## config.mk

```make
export PLATFORM = sky130hd
export DESIGN_NAME = serial_subtractor
export DESIGN_NICKNAME = d
export VERILOG_FILES = /design/src/rtl/serial_subtractor.sv
export SDC_FILE = /design/constraint.sdc
export NUM_CORES = 1
export LEC_CHECK = 0
export ABC_AREA = 1
export BUFFER_PORTS_ARGS = -buffer_cell sky130_fd_sc_hd__buf_2
export CAP_MARGIN = 20
export CORE_MARGIN = 1
export CORE_UTILIZATION = 50
export CTS_BUF_LIST = sky130_fd_sc_hd__clkbuf_4
export CTS_CLUSTER_DIAMETER = 80
export DETAILED_ROUTE_END_ITERATION = 10
export HOLD_SLACK_MARGIN = 0.03
export PLACE_DENSITY = 0.72
export SLEW_MARGIN = 10
export SYNTH_ARGS = -nofsm -noshare
export SYNTH_HDL_FRONTEND = slang
export SYNTH_SLANG_ARGS = --single-unit
```

## constraint.sdc

```tcl
create_clock -name clk -period 1.6 [get_ports clk]
set_input_delay 0.32 -clock clk [delete_from_list [all_inputs] [get_ports clk]]
set_output_delay 0.32 -clock clk [all_outputs]
set_load 0.05 [all_outputs]
```

## src/rtl/serial_subtractor.sv

```systemverilog
// Bit-serial subtractor: a single full-subtractor cell walks the operands LSB first,
// one bit per clock, and presents diff/borrow/ovf together with a one-cycle done.
module serial_subtractor #(
  parameter int WIDTH = 8
) (
  input  logic             clk,
  input  logic             rst_n,
  input  logic             start,
  input  logic [WIDTH-1:0] a,
  input  logic [WIDTH-1:0] b,
  output logic             busy,
  output logic             done,
  output logic [WIDTH-1:0] diff,
  output logic             borrow,
  output logic             ovf
);

  // state | meaning
  // IDLE  | waiting for start
  // RUN   | one operand bit processed per clock
  // DONE  | result valid, done pulse; start here chains straight into RUN
  typedef enum logic [1:0] {
    IDLE = 2'd0,
    RUN  = 2'd1,
    DONE = 2'd2
  } state_t;

  localparam int CW = $clog2(WIDTH);

  state_t           state, state_nxt;
  logic [WIDTH-1:0] sh_a, sh_b, res;
  logic [CW-1:0]    cnt;
  logic             bflop;
  logic             msb_a, msb_b;
  logic             d_bit, b_out;
  logic             last_bit;
  logic             accept;

  assign d_bit    = sh_a[0] ^ sh_b[0] ^ bflop;
  assign b_out    = (~sh_a[0] & sh_b[0]) | (~sh_a[0] & bflop) | (sh_b[0] & bflop);
  assign last_bit = (cnt == CW'(WIDTH - 1));
  assign accept   = start && ((state == IDLE) || (state == DONE));

  always_comb begin
    state_nxt = IDLE;
    busy      = 1'b0;
    done      = 1'b0;
    case (state)
      IDLE: state_nxt = start ? RUN : IDLE;
      RUN: begin
        busy      = 1'b1;
        state_nxt = last_bit ? DONE : RUN;
      end
      DONE: begin
        busy      = 1'b1;
        done      = 1'b1;
        state_nxt = start ? RUN : IDLE;
      end
      default: state_nxt = IDLE;
    endcase
  end

  always_ff @(posedge clk or negedge rst_n) begin
    if (!rst_n) begin
      state <= IDLE;
    end else begin
      state <= state_nxt;
    end
  end

  // Outputs are loaded on the edge that enters DONE so they are already valid
  // while done is high, and then hold until the next completion.
  always_ff @(posedge clk or negedge rst_n) begin
    if (!rst_n) begin
      sh_a   <= '0;
      sh_b   <= '0;
      res    <= '0;
      cnt    <= '0;
      bflop  <= 1'b0;
      msb_a  <= 1'b0;
      msb_b  <= 1'b0;
      diff   <= '0;
      borrow <= 1'b0;
      ovf    <= 1'b0;
    end else if (accept) begin
      sh_a  <= a;
      sh_b  <= b;
      msb_a <= a[WIDTH-1];
      msb_b <= b[WIDTH-1];
      cnt   <= '0;
      bflop <= 1'b0;
    end else if (state == RUN) begin
      sh_a  <= {1'b0, sh_a[WIDTH-1:1]};
      sh_b  <= {1'b0, sh_b[WIDTH-1:1]};
      res   <= {d_bit, res[WIDTH-1:1]};
      bflop <= b_out;
      if (last_bit) begin
        diff   <= {d_bit, res[WIDTH-1:1]};
        borrow <= b_out;
        ovf    <= (msb_a ^ msb_b) & (msb_a ^ d_bit);
      end else begin
        cnt <= cnt + CW'(1);
      end
    end
  end

endmodule

```

---- After elaboration in Yosys (flattened, before gate mapping) ----
Cells that the tools add are included.
word-level totals
  input port bits ......................... 19
  word-level logic and storage cells ...... 51
  output and inout bits ................... 12
  bits in registers ....................... 42
operators by class
  bitwise gates (word level) .............. 12
  mux-type cells .......................... 14
  equality and inequality tests ........... 4
  reduce and logical (&&, ||, !) cells .... 9
  $add $sub $neg .......................... 1
operator list
  operator               number
  $mux W8                4
  $mux W3                3
  $mux W1                5
  $and A1 B1 Y1          4
  $pmux W2 S2            1
  $reduce_and A2 Y1      2
  $reduce_or A2 Y1       2
  $xor A1 B1 Y1          4
  $add A3 B1 Y3 const B  1
  $eq A3 B3 Y1 const B   1
  $reduce_and A3 Y1      1
  $eq A2 B1 Y1 const B   1
  $eq A2 B2 Y1 const B   1
  $logic_not A2 Y1       1
  $mux W2                1
  $ne A2 B1 Y1 const B   1
  $not A1 Y1             2
  $or A1 B1 Y1           2
  $reduce_bool A2 Y1     1
  $logic_and A1 B1 Y1    1
  $logic_or A1 B1 Y1     1

---- Depth between registers and ports, before layout ----
Gate-level depths: netlist of run 1.
  depth after elaboration ................. 6
  gate-level depth with buffers ........... 8
  depth with buffers taken out ............ 7

---- Least setup slack after synthesis of run 1 ----
Ideal clock, no wire load.
  kind .................................... flip-flop to flip-flop
  from .................................... register state[0]
  to ...................................... register sh_a[7]
  library setup time ...................... 0.116 ns
  cell stages (with the launch flop) ...... 9
  slack ................................... -0.063 ns
  arrival time ............................ 1.546 ns
  buffers on the path ..................... 1
  cells stage by stage .................... dfrtp_1 -> inv_1 -> ha_1 -> nor2_1 -> nor2_1 -> buf_2 -> nor2_1 -> nand2_1 -> nand2_1
on the way
  cells in the longest elaborated chain, start to end .. 4
  elaborated cells on any way between the ends .. 7
RTL lines
  item                                              line  text
  start: declaration                                30    state_t state, state_nxt;
  start signal: assignment                          67    state <= state_nxt;
  $eq A2 B2 Y1 or $logic_not A2 Y1 (tied branches)  42    assign accept = start && ((state == IDLE) || (state == DONE));
  $logic_or A1 B1 Y1                                42
  $logic_and A1 B1 Y1                               42
  $mux W8 or $reduce_bool A2 Y1 (tied branches)     -
  end signal: assignment                            93    sh_a <= {1'b0, sh_a[WIDTH-1:1]};
  end: declaration                                  31    logic [WIDTH-1:0] sh_a, sh_b, res;
Parallel ways exist; a longest one is shown, timed or not.
A chain may end at the register's enable or synchronous reset.

---- Final worst setup path of run 1 ----
  from .................................... register state[1]
  to ...................................... output done
on the way
  cells in the longest elaborated chain, start to end .. 2
RTL lines
  item              line  text
  $eq A2 B2 Y1      48    case (state)
  $mux W1           48
  end: declaration  12    output logic done,
Every way passes these cells.

==> impl_results.md, run 1 <==
- Run status: finished, final reports clean
- Mapped Cells: 250
- Commonest cells post-synth: nand2_1 (108), dfrtp_1 (41), inv_1 (26)
- Nets: 313
- Power share of the combinational group: 49.8%
- Hold path endpoint: msb_b
- Grt total ovfl: 0
- Tmin final: ~1.6 ns
- CP Cell Sequence: buf_4 > ha_4 > buf_8
- Top-count cell post-synth: nand2_1
- Switching share of total power: 44.66%
- DR top layer: met4
- Leading post-synthesis cells by cell area: dfrtp_1 (52%), nand2_1 (21%), nand3_1 (6.4%)
- Clk network pwr share: between 10% and 20%
- Yosys warning total: 0
- Syn_nets: 277
- Die area: 4194 um2
- Final setup vio count: 0
- Slew HR: about two thirds
- Critical path class: reg2out
- ANT cells: 0
- Startpoint Class: flop
- Dominant synthesized flop cell: dfrtp_1
- Routability cong.: 0.7211
- WHS Path Cells: 3
- Min Hold Slack: about 0.19 ns
- Die H: 64.76 um
- Design Area, Final: 2374 um2
- DP Area: 2207 um2
- PortBufs: 30
- Clock Path Buffers: 2
- Final Cycle Share: 97.45%
- Worst min-delay path class: in2reg
- DR pass1 iterations: 4
- Initial antenna violation count: 0
- Sink Count: 41
- Vias: 1,577
- DP HPWL: 2.492 mm
- Max FO, Critical Path: 3
- NetSw: 2.381 mW
- # DRC: 0
- CTS tree: yes
- Post-Route WL: 3.668 mm
- Arrival time at the worst endpoint: 1.24 ns
- Largest net degree at the start of global routing: 34
- IO Pins: 31
- EDFF count, synth: 0
- RSZ-0062 raised after global routing: yes
- Yosys top cell area share: 52.10%
- Int Pwr: 2.951 mW
- Placed Cells: 324
- Maximum VDD drop: ~0.0013 V
- 1st-iter DRT viols: around 80
- Clock skew: 0.01163 ns
- Seq cells post-synth: 41
- Row cnt: 22
- Clock root cell: clkbuf_4
- PwrDens: 2247 nW/um2
- Worst R2R Path Depth: 7
- Leak pwr: 1.361 nW
- Synth cell types: 16
- Leading area contributor after synthesis: dfrtp_1
- Total power: 5.332 mW
- GRT Util Overall: 20.03%
- Share of cells above drive strength 1: 18.82%
- Max Cap Violations: 0
- H-tree levels: 2
- R2R Path Start: state[1]
- Fmax: about 0.64 GHz
- Mapped cell area: 1969 um2
- Final max-slew violation count: 0
- Clock Pin Slew Worst Setup and Hold Paths: 0.13 ns
- Core area: 3716 um2
- First-pass GRT wire length: 6.375 mm
- Hold Violations, Final: 0
- Sequential fraction of design power: 34.5%
- CP Capture Type: output port
- CP delay by family, top: flip-flops
- Crit path buf inv count: 2
- Slowest CP cell: dfrtp_1
- Worst R2R End: sh_b[5]
- CP peak stage delay: 0.41 ns
- Area growth syn-to-layout: 20.52%
- Routed Antenna Nets: 0
- Routed wire length on met2: 1.781 mm
- Worst reg-to-reg setup slack: 0.15 ns
- Vias/cell: 4.707
- Worst skew pair latency: 0.35 ns
- Number of global-route vias before repair: 1,462
- Hold Crit Start: b[7]
- Die Wd: 64.76 um
- Actual slew at the worst max-slew pin: between 0.4 and 0.5 ns
- Post-route insts no fill: about 340
- Routed len/inst: 10.95 um
- Seq/Total Area, Yosys: 52.10%
- Required time of the critical path: 1.28 ns
- Met1 WL: 1.702 mm
- Met3 wire length: 146 um
- Fraction of registers with async set/reset: 100.0%
- Post-Syn Area per Cell: 7.878 um2
- Starting density of the core: 53.00%
- Num CTS Buffers: 5
-- worst max path at each step --
stage,endpoint,slack (ns),startpoint,cells past startpoint
final,done,0.04,state[1],3
after global routing,done,-0.01,state[1],3
after CTS,busy,0.002,state[1],3
after detailed placement,ovf,0.17,state[1],8
after global placement,sh_b[5],0.20,state[0],7
after floorplan,sh_a[7],0.12,state[0],8
-- registers in the layout (all words and copies together), names as in the netlist --
name,flops
sh_a,8
diff,8
bflop,1
ovf,1
state,2
msb_b,1
msb_a,1
cnt,3
borrow,1
res,7
sh_b,8
-- final cells by class --
type | count | area, um2
Tap cell | 48 | 60.06
Clock buffer | 5 | 37.54
Fill cell | 327 | 1343
Timing Repair Buffer | 39 | 274.0
Inverter | 28 | 105.1
Clock inverter | 3 | 65.06
Sequential cell | 41 | 1026
Multi-Input combinational cell | 171 | 805.8
-- tightest hold or removal path: cells and delay by family --
family,cells,cell delay (ns)
compound gates,1,0.06
simple gates,1,0.06
buf+inv,1,0.07
-- placed cells by master (no fill, tap or decap) --
master,Yosys,layout
bufinv_16,0,2
nand2_2,1,1
nand3_1,25,25
buf_8,0,1
ha_1,7,5
buf_2,7,28
fa_1,1,1
dlygate4sd3_1,0,1
a21oi_1,5,5
nor2_1,16,16
buf_4,1,5
o21ai_4,1,1
clkinv_2,0,1
o21ai_0,7,7
ha_4,0,2
nand2_1,108,108
clkbuf_4,0,5
inv_2,2,4
dfrtp_1,41,41
inv_1,26,24
buf_12,0,3
buf_6,1,1
-- logic make-up after synthesis --
kind of cell / after synthesis / share of synthesized area [%]
AND/OR/NAND/NOR: 150 / 30.31
buffers and inverters: 38 / 8.259
flip-flops: 41 / 52.10
adder cells (fa/ha/maj): 8 / 5.464
AO/OA/AOI/OAI: 13 / 3.875
-- power by group through the flow --
stage | Clock (mW) | Combinational, mW | Sequential [mW]
after floorplan | 0 | 1.57 | 2.26
after global placement | 0 | 2.50 | 1.85
after detailed placement | 0 | 2.54 | 1.88
after CTS | 0.846 | 2.63 | 1.84
after global routing | 0.885 | 3.02 | 1.90
final | 0.834 | 2.66 | 1.84
-- stage by stage --
stage / setup TNS (ns) / setup slack, ns / utilization [%]
floorplan: 0 / 0.1176 / -
global placement: 0 / 0.2017 / 59.39
detailed placement: 0 / 0.1740 / 59.39
CTS: 0 / 0.002459 / 63.17
global route: -0.01268 / -0.01268 / 63.87
finish: 0 / 0.04074 / 63.87
-- routing by layer --
metal / vias up / global-route usage (%)
met4: 0 / 7.500
li1: 830 / -
met3: 5 / 4.754
met1: 713 / 23.62
met2: 29 / 35.03
met5: - / 0
-- repair_timing --
action,CTS,global route
buffers inserted,2,0
hold endpoints to repair,19,0
hold buffers,1,0
endpoints found under the setup margin,2,2
gates resized for setup,4,5
Power figures use the tool's default switching activity.
==> run 2, diff against run 1 <==
--- a/config.mk
+++ b/config.mk
@@ -6,15 +6,14 @@
 export NUM_CORES = 1
 export LEC_CHECK = 0
 export ABC_AREA = 1
-export BUFFER_PORTS_ARGS = -buffer_cell sky130_fd_sc_hd__buf_2
 export CAP_MARGIN = 20
 export CORE_MARGIN = 1
 export CORE_UTILIZATION = 50
 export CTS_BUF_LIST = sky130_fd_sc_hd__clkbuf_4
 export CTS_CLUSTER_DIAMETER = 80
 export DETAILED_ROUTE_END_ITERATION = 10
+export DONT_BUFFER_PORTS = 1
 export HOLD_SLACK_MARGIN = 0.03
-export PLACE_DENSITY = 0.72
 export SLEW_MARGIN = 10
 export SYNTH_ARGS = -nofsm -noshare
 export SYNTH_HDL_FRONTEND = slang
==> constraint.sdc (replaced) <==
create_clock -name clk -period 1.6 [get_ports clk]
set_input_delay 0 -clock clk [delete_from_list [all_inputs] [get_ports clk]]
set_output_delay 0 -clock clk [all_outputs]
set_load 0.05 [all_outputs]
==> impl_results.md, run 2 (synthesis gave the netlist of run 1 again) <==
- Most used cell, CP: nand2_1
- Core area: 3716 um2
- Area growth syn-to-layout: 18.42%
- CP Capture Type: flop
- Actual slew at the worst max-slew pin: 0.4790 ns
- Hold Violations, Final: 0
- RSZ-0062 raised after global routing: no
- Critical path class: reg2reg
- Clock Path Buffers: 2
- Routed len/inst: 11.73 um
- Biggest regs: diff: 8 flops, sh_a: 8 flops, sh_b: 8 flops
- Starting density of the core: between 50 and 60%
- Post-Route WL: around 3.8 mm
- Fmax: 0.6911 GHz
- Grt total ovfl: 0
- Max Cap Violations: 0
- IO Pins: 31
- Startpoint Class: flop
- Clock skew: 0.01354 ns
- Worst skew pair latency: 0.35 ns
- Die Wd: 64.76 um
- GRT Util Overall: 21.14%
- Final setup vio count: 0
- Vias/cell: 4.776
- Sink Count: 41
- Nets: 304
- Slowest CP cell: dfrtp_1
- Leak pwr: about 1.3 nW
- Clock root cell: clkbuf_4
- DP HPWL: ~2.5 mm
- Tmin final: 1.447 ns
- PortBufs: 0
- Die H: 64.76 um
- CP delay by family, top: flip-flops
- CTS tree: yes
- Die area: 4194 um2
- Maximum VDD drop: 0.001114 V
- Placed Cells: roughly 300
- Required time of the critical path: 1.85 ns
- Crit path buf inv count: 2
- Run status: finished, final reports clean
- Share of cells above drive strength 1: 9.353%
- CP Cell Sequence: inv_1 > ha_1 > o21ai_4 > buf_12 > nand2_1 > nand2_1 > nand2_1
- Fill cell count: between 300 and 400
- # DRC: 0
- Highest-count cells in the layout ignoring fill and taps: nand2_1 (108), dfrtp_1 (41), inv_1 (26)
- Met2 global-route usage: 34.51%
- 1st-iter DRT viols: 76
- PwrDens: 2091 nW/um2
- Final max-slew violation count: 0
- Vias: 1,557
- Met1 GRT Util: 25.69%
- H-tree levels: 2
- Clock Pin Slew Worst Setup and Hold Paths: 0.13 ns
- Num CTS Buffers: 5
- Max FO, Critical Path: 33
- Most common cell after layout, fill and taps aside: nand2_1
- Final Cycle Share: 90.43%
- Arrival time at the worst endpoint: between 1.5 and 2 ns
- Initial antenna violation count: 0
- First-pass GRT wire length: ~6.6 mm
- Routed Antenna Nets: 0
- Row cnt: 22
- Largest net degree at the start of global routing: 42
- Number of global-route vias before repair: 1,500
- Worst min-delay path class: in2reg
- Routability cong.: 0.7164
- DR pass1 iterations: 6
- Final setup TNS: 0 ns
- ANT cells: 0
- CP peak stage delay: roughly 0.41 ns
- GR Util met3: 5.986%
- Slew HR: about 68%
- Post-route insts no fill: approximately 330
- Grt peak-use layer: met2
run 2: changes by cell type in the layout (fill, tap and decap cells not counted), sizes merged:
cell / delta
buf: -26
clkinv: +1
clkbuf: +1
dlygate4sd3: +17
bufinv: -2
run 2: path summary, 6_finish.rpt:
check	startpoint	end	slack, ns	depth (start not counted)
hold / removal	start	msb_a	0.06	4
min in group asynchronous	rst_n	res[5]	0.12	2
hold reg to reg	sh_b[7]	sh_b[7]	0.48	2
setup / recovery	state[0]	sh_a[0]	0.15	7
setup reg to reg	state[0]	sh_a[0]	0.15	7
max in group asynchronous	rst_n	diff[0]	1.28	2
run 2: per-layer routing:
layer,share of wire (%),wire [um],vias to the layer above
li1,-,-,809
met1,46,1760,705
met2,48,1830,34
met3,3.7,143,9
met4,2.3,88,0
met5,0,0,-
run 2: report_power, final:
group | total, mW | switching (mW) | internal [mW]
Clock | 0.515 | 0.330 | 0.185
Combinational | 2.23 | 1.42 | 0.817
Sequential | 2.13 | 0.571 | 1.56
run 2: through the flow:
stage	hold slack (ns)	instance area (um2)	power (mW)	setup slack (ns)	utilization (%)
5_1_grt	0.05204	2332	5.361	0.01558	62.76
4_1_cts	0.04901	2325	4.932	0.1327	62.56
6_report	0.06300	2332	4.876	0.1531	62.76
3_5_place_dp	-0.2948	2069	4.336	0.1584	55.69
2_1_floorplan	-0.2956	1972	3.828	0.1176	-
3_3_place_gp	-0.2948	2069	4.275	0.1554	55.69
run 2: worst register-to-register path, delay by kind of cell, from the launching register on:
family          cells  cell delay (ns)
flops               1             0.41
compound gates      1             0.22
simple gates        3             0.20
fa+ha+maj           1             0.24
buf+inv             2             0.29
run 2: what timing repair did:
item | in CTS | in global routing
setup buffers | 0 | 0
hold endpoints to repair | 74 | 0
endpoints found under the setup margin | 0 | 4
hold buffers | 19 | 0
gates resized for setup | 0 | 2
run 2: layout make-up:
type,count,area [um2],area share (%)
Timing Repair Buffer,30,295.3,12.66
Multi-Input combinational cell,171,790.8,33.91
Inverter,28,105.1,4.506
Clock inverter,2,10.01,0.4292
Clock buffer,6,45.04,1.931
Sequential cell,41,1026,43.99
Tap cell,48,60.06,2.575
==> run 3, diff against run 2 <==
==> constraint.sdc (replaced) <==
create_clock -name clk -period 1.6 [get_ports clk]
set_input_delay 0.08 -clock clk [delete_from_list [all_inputs] [get_ports clk]]
set_output_delay 0.08 -clock clk [all_outputs]
set_load 0.05 [all_outputs]
==> impl_results.md, run 3 (synthesis gave the netlist of run 1 again) <==
- Run status: finished, final reports clean
- Post-Route WL: approximately 3.8 mm
- Min Hold Slack: 0.03729 ns
- DP HPWL: 2.462 mm
- Nets: 303
- Setup Buffers After CTS: 0
- Critical path class: reg2out
- Starting density of the core: 53.00%
- Setup ws final: 0.1208 ns
- CP Capture Type: output port
- Placed Cells: 299
- Sink Count: 41
- Final Cycle Share: 92.45%
- Final max-slew violation count: 0
- WHS Path Cells: 4
- Area growth syn-to-layout: 17.92%
- Arrival time at the worst endpoint: around 1.4 ns
- Routed Antenna Nets: 0
- Worst R2R Path Depth: 7
- Final setup TNS: 0 ns
- GRT Util Overall: 21.06%
- Max FO, Critical Path: 4
- Int Pwr: 2.556 mW
- First-pass GRT wire length: between 6 and 7 mm
- Leak pwr: 1.302 nW
- Slew HR: 68.06%
- R2R Path Start: state[0]
- DR pass1 iterations: 6
- PwrDens: 2098 nW/um2
- Clock skew: 0.01365 ns
- # DRC: 0
- Vias/cell: 4.775
- Routed len/inst: 11.66 um
- CTS tree: yes
- Clock Path Buffers: 2
- Hold Crit Start: start
- Worst skew pair latency: 0.35 ns
- Switching share of total power: 47.54%
- Design Area, Final: 2322 um2
- RSZ-0062 raised after global routing: no
- Post-route insts no fill: 325
- Grt total ovfl: 0
- Actual slew at the worst max-slew pin: 0.4790 ns
- NetSw: between 2 and 2.5 mW
- Max Cap Violations: 0
- Clk network pwr share: 10.6%
- Clock Pin Slew Worst Setup and Hold Paths: 0.13 ns
- Die area: 4194 um2
- Vias: between 1,500 and 2,000
- IO Pins: 31
- Maximum VDD drop: 0.001113 V
- ANT cells: 0
- Die H: 64.76 um
- PortBufs: 0
- Share of cells above drive strength 1: about a tenth
- Worst slack, placed: between 0.15 and 0.2 ns
- Largest net degree at the start of global routing: 42
- Highest-count cells in the layout ignoring fill and taps: nand2_1 (108), dfrtp_1 (41), inv_1 (26)
- Num CTS Buffers: 5
- Routability cong.: 0.7164
- Sequential fraction of design power: 43.7%
- Hold Violations, Final: 0
- Row cnt: 22
- H-tree levels: 2
- Power share of the combinational group: between 40% and 50%
- 1st-iter DRT viols: 82
- Die Wd: 64.76 um
- Biggest regs: diff: 8 flops, sh_a: 8 flops, sh_b: 8 flops
- Initial antenna violation count: 0
- Core area: 3716 um2
- Fill cell count: 353
- Tmin final: 1.479 ns
- Required time of the critical path: 1.52 ns
- Final setup vio count: 0
- Worst min-delay path class: in2reg
- Number of global-route vias before repair: 1,494
- CP startpoint: state[0]
- Most common cell after layout, fill and taps aside: nand2_1
- DP Area: 2069 um2
- Startpoint Class: flop
- Clock root cell: clkbuf_4
- Fmax: between 0.6 and 0.7 GHz
run 3: cell count changes in the layout (fill, tap and decap cells not counted):
cell	previous run	this run
dlygate4sd3_1	18	17
run 3: per-layer routing:
| metal | GRT usage [%] | vias up | share of wire [%] |
|---|---|---|---|
| li1 | - | 807 | - |
| met1 | 25.69 | 702 | 46 |
| met2 | 34.24 | 34 | 48 |
| met3 | 5.986 | 9 | 3.8 |
| met4 | 9.722 | 0 | 2.3 |
| met5 | 0 | - | 0 |
run 3: path summary, 6_finish.rpt:
check / slack (ns) / end
max: 0.12 / busy
min: 0.04 / diff[7]
max reg2reg: 0.16 / sh_a[0]
min reg2reg: 0.48 / sh_b[7]
max in group asynchronous: 1.20 / diff[0]
min in group asynchronous: 0.20 / res[6]
run 3: through the flow:
stage / util [%] / power (mW)
6_report: 62.49 / 4.873
2_1_floorplan: - / 3.828
3_3_place_gp: 55.69 / 4.275
5_1_grt: 62.49 / 5.358
4_1_cts: 62.29 / 4.929
3_5_place_dp: 55.69 / 4.336
run 3: critical path, stage by stage (launching register included):
cell and delay [ns]:
dfrtp_1 0.41, inv_1 0.08, ha_1 0.56
run 3: power groups by stage:
stage	clock network [mW]	registers [mW]	logic [mW]
2_1_floorplan	0	2.26	1.57
3_3_place_gp	0	2.14	2.13
3_5_place_dp	0	2.16	2.18
4_1_cts	0.540	2.13	2.26
5_1_grt	0.585	2.19	2.58
6_report	0.515	2.13	2.23
run 3: final cells by class:
type                            instances  area (um2)  area share, %
Timing Repair Buffer                   29       285.3          12.28
Inverter                               28       105.1          4.526
Multi-Input combinational cell        171       790.8          34.05
Clock buffer                            6       45.04          1.940
Clock inverter                          2       10.01         0.4310
Tap cell                               48       60.06          2.586
Sequential cell                        41        1026          44.18
run 3: timing repair:
item | in CTS | in global routing
resized for setup | 0 | 2
hold buffers | 18 | 0
setup endpoints to repair | 0 | 4
hold endpoints to repair | 59 | 0
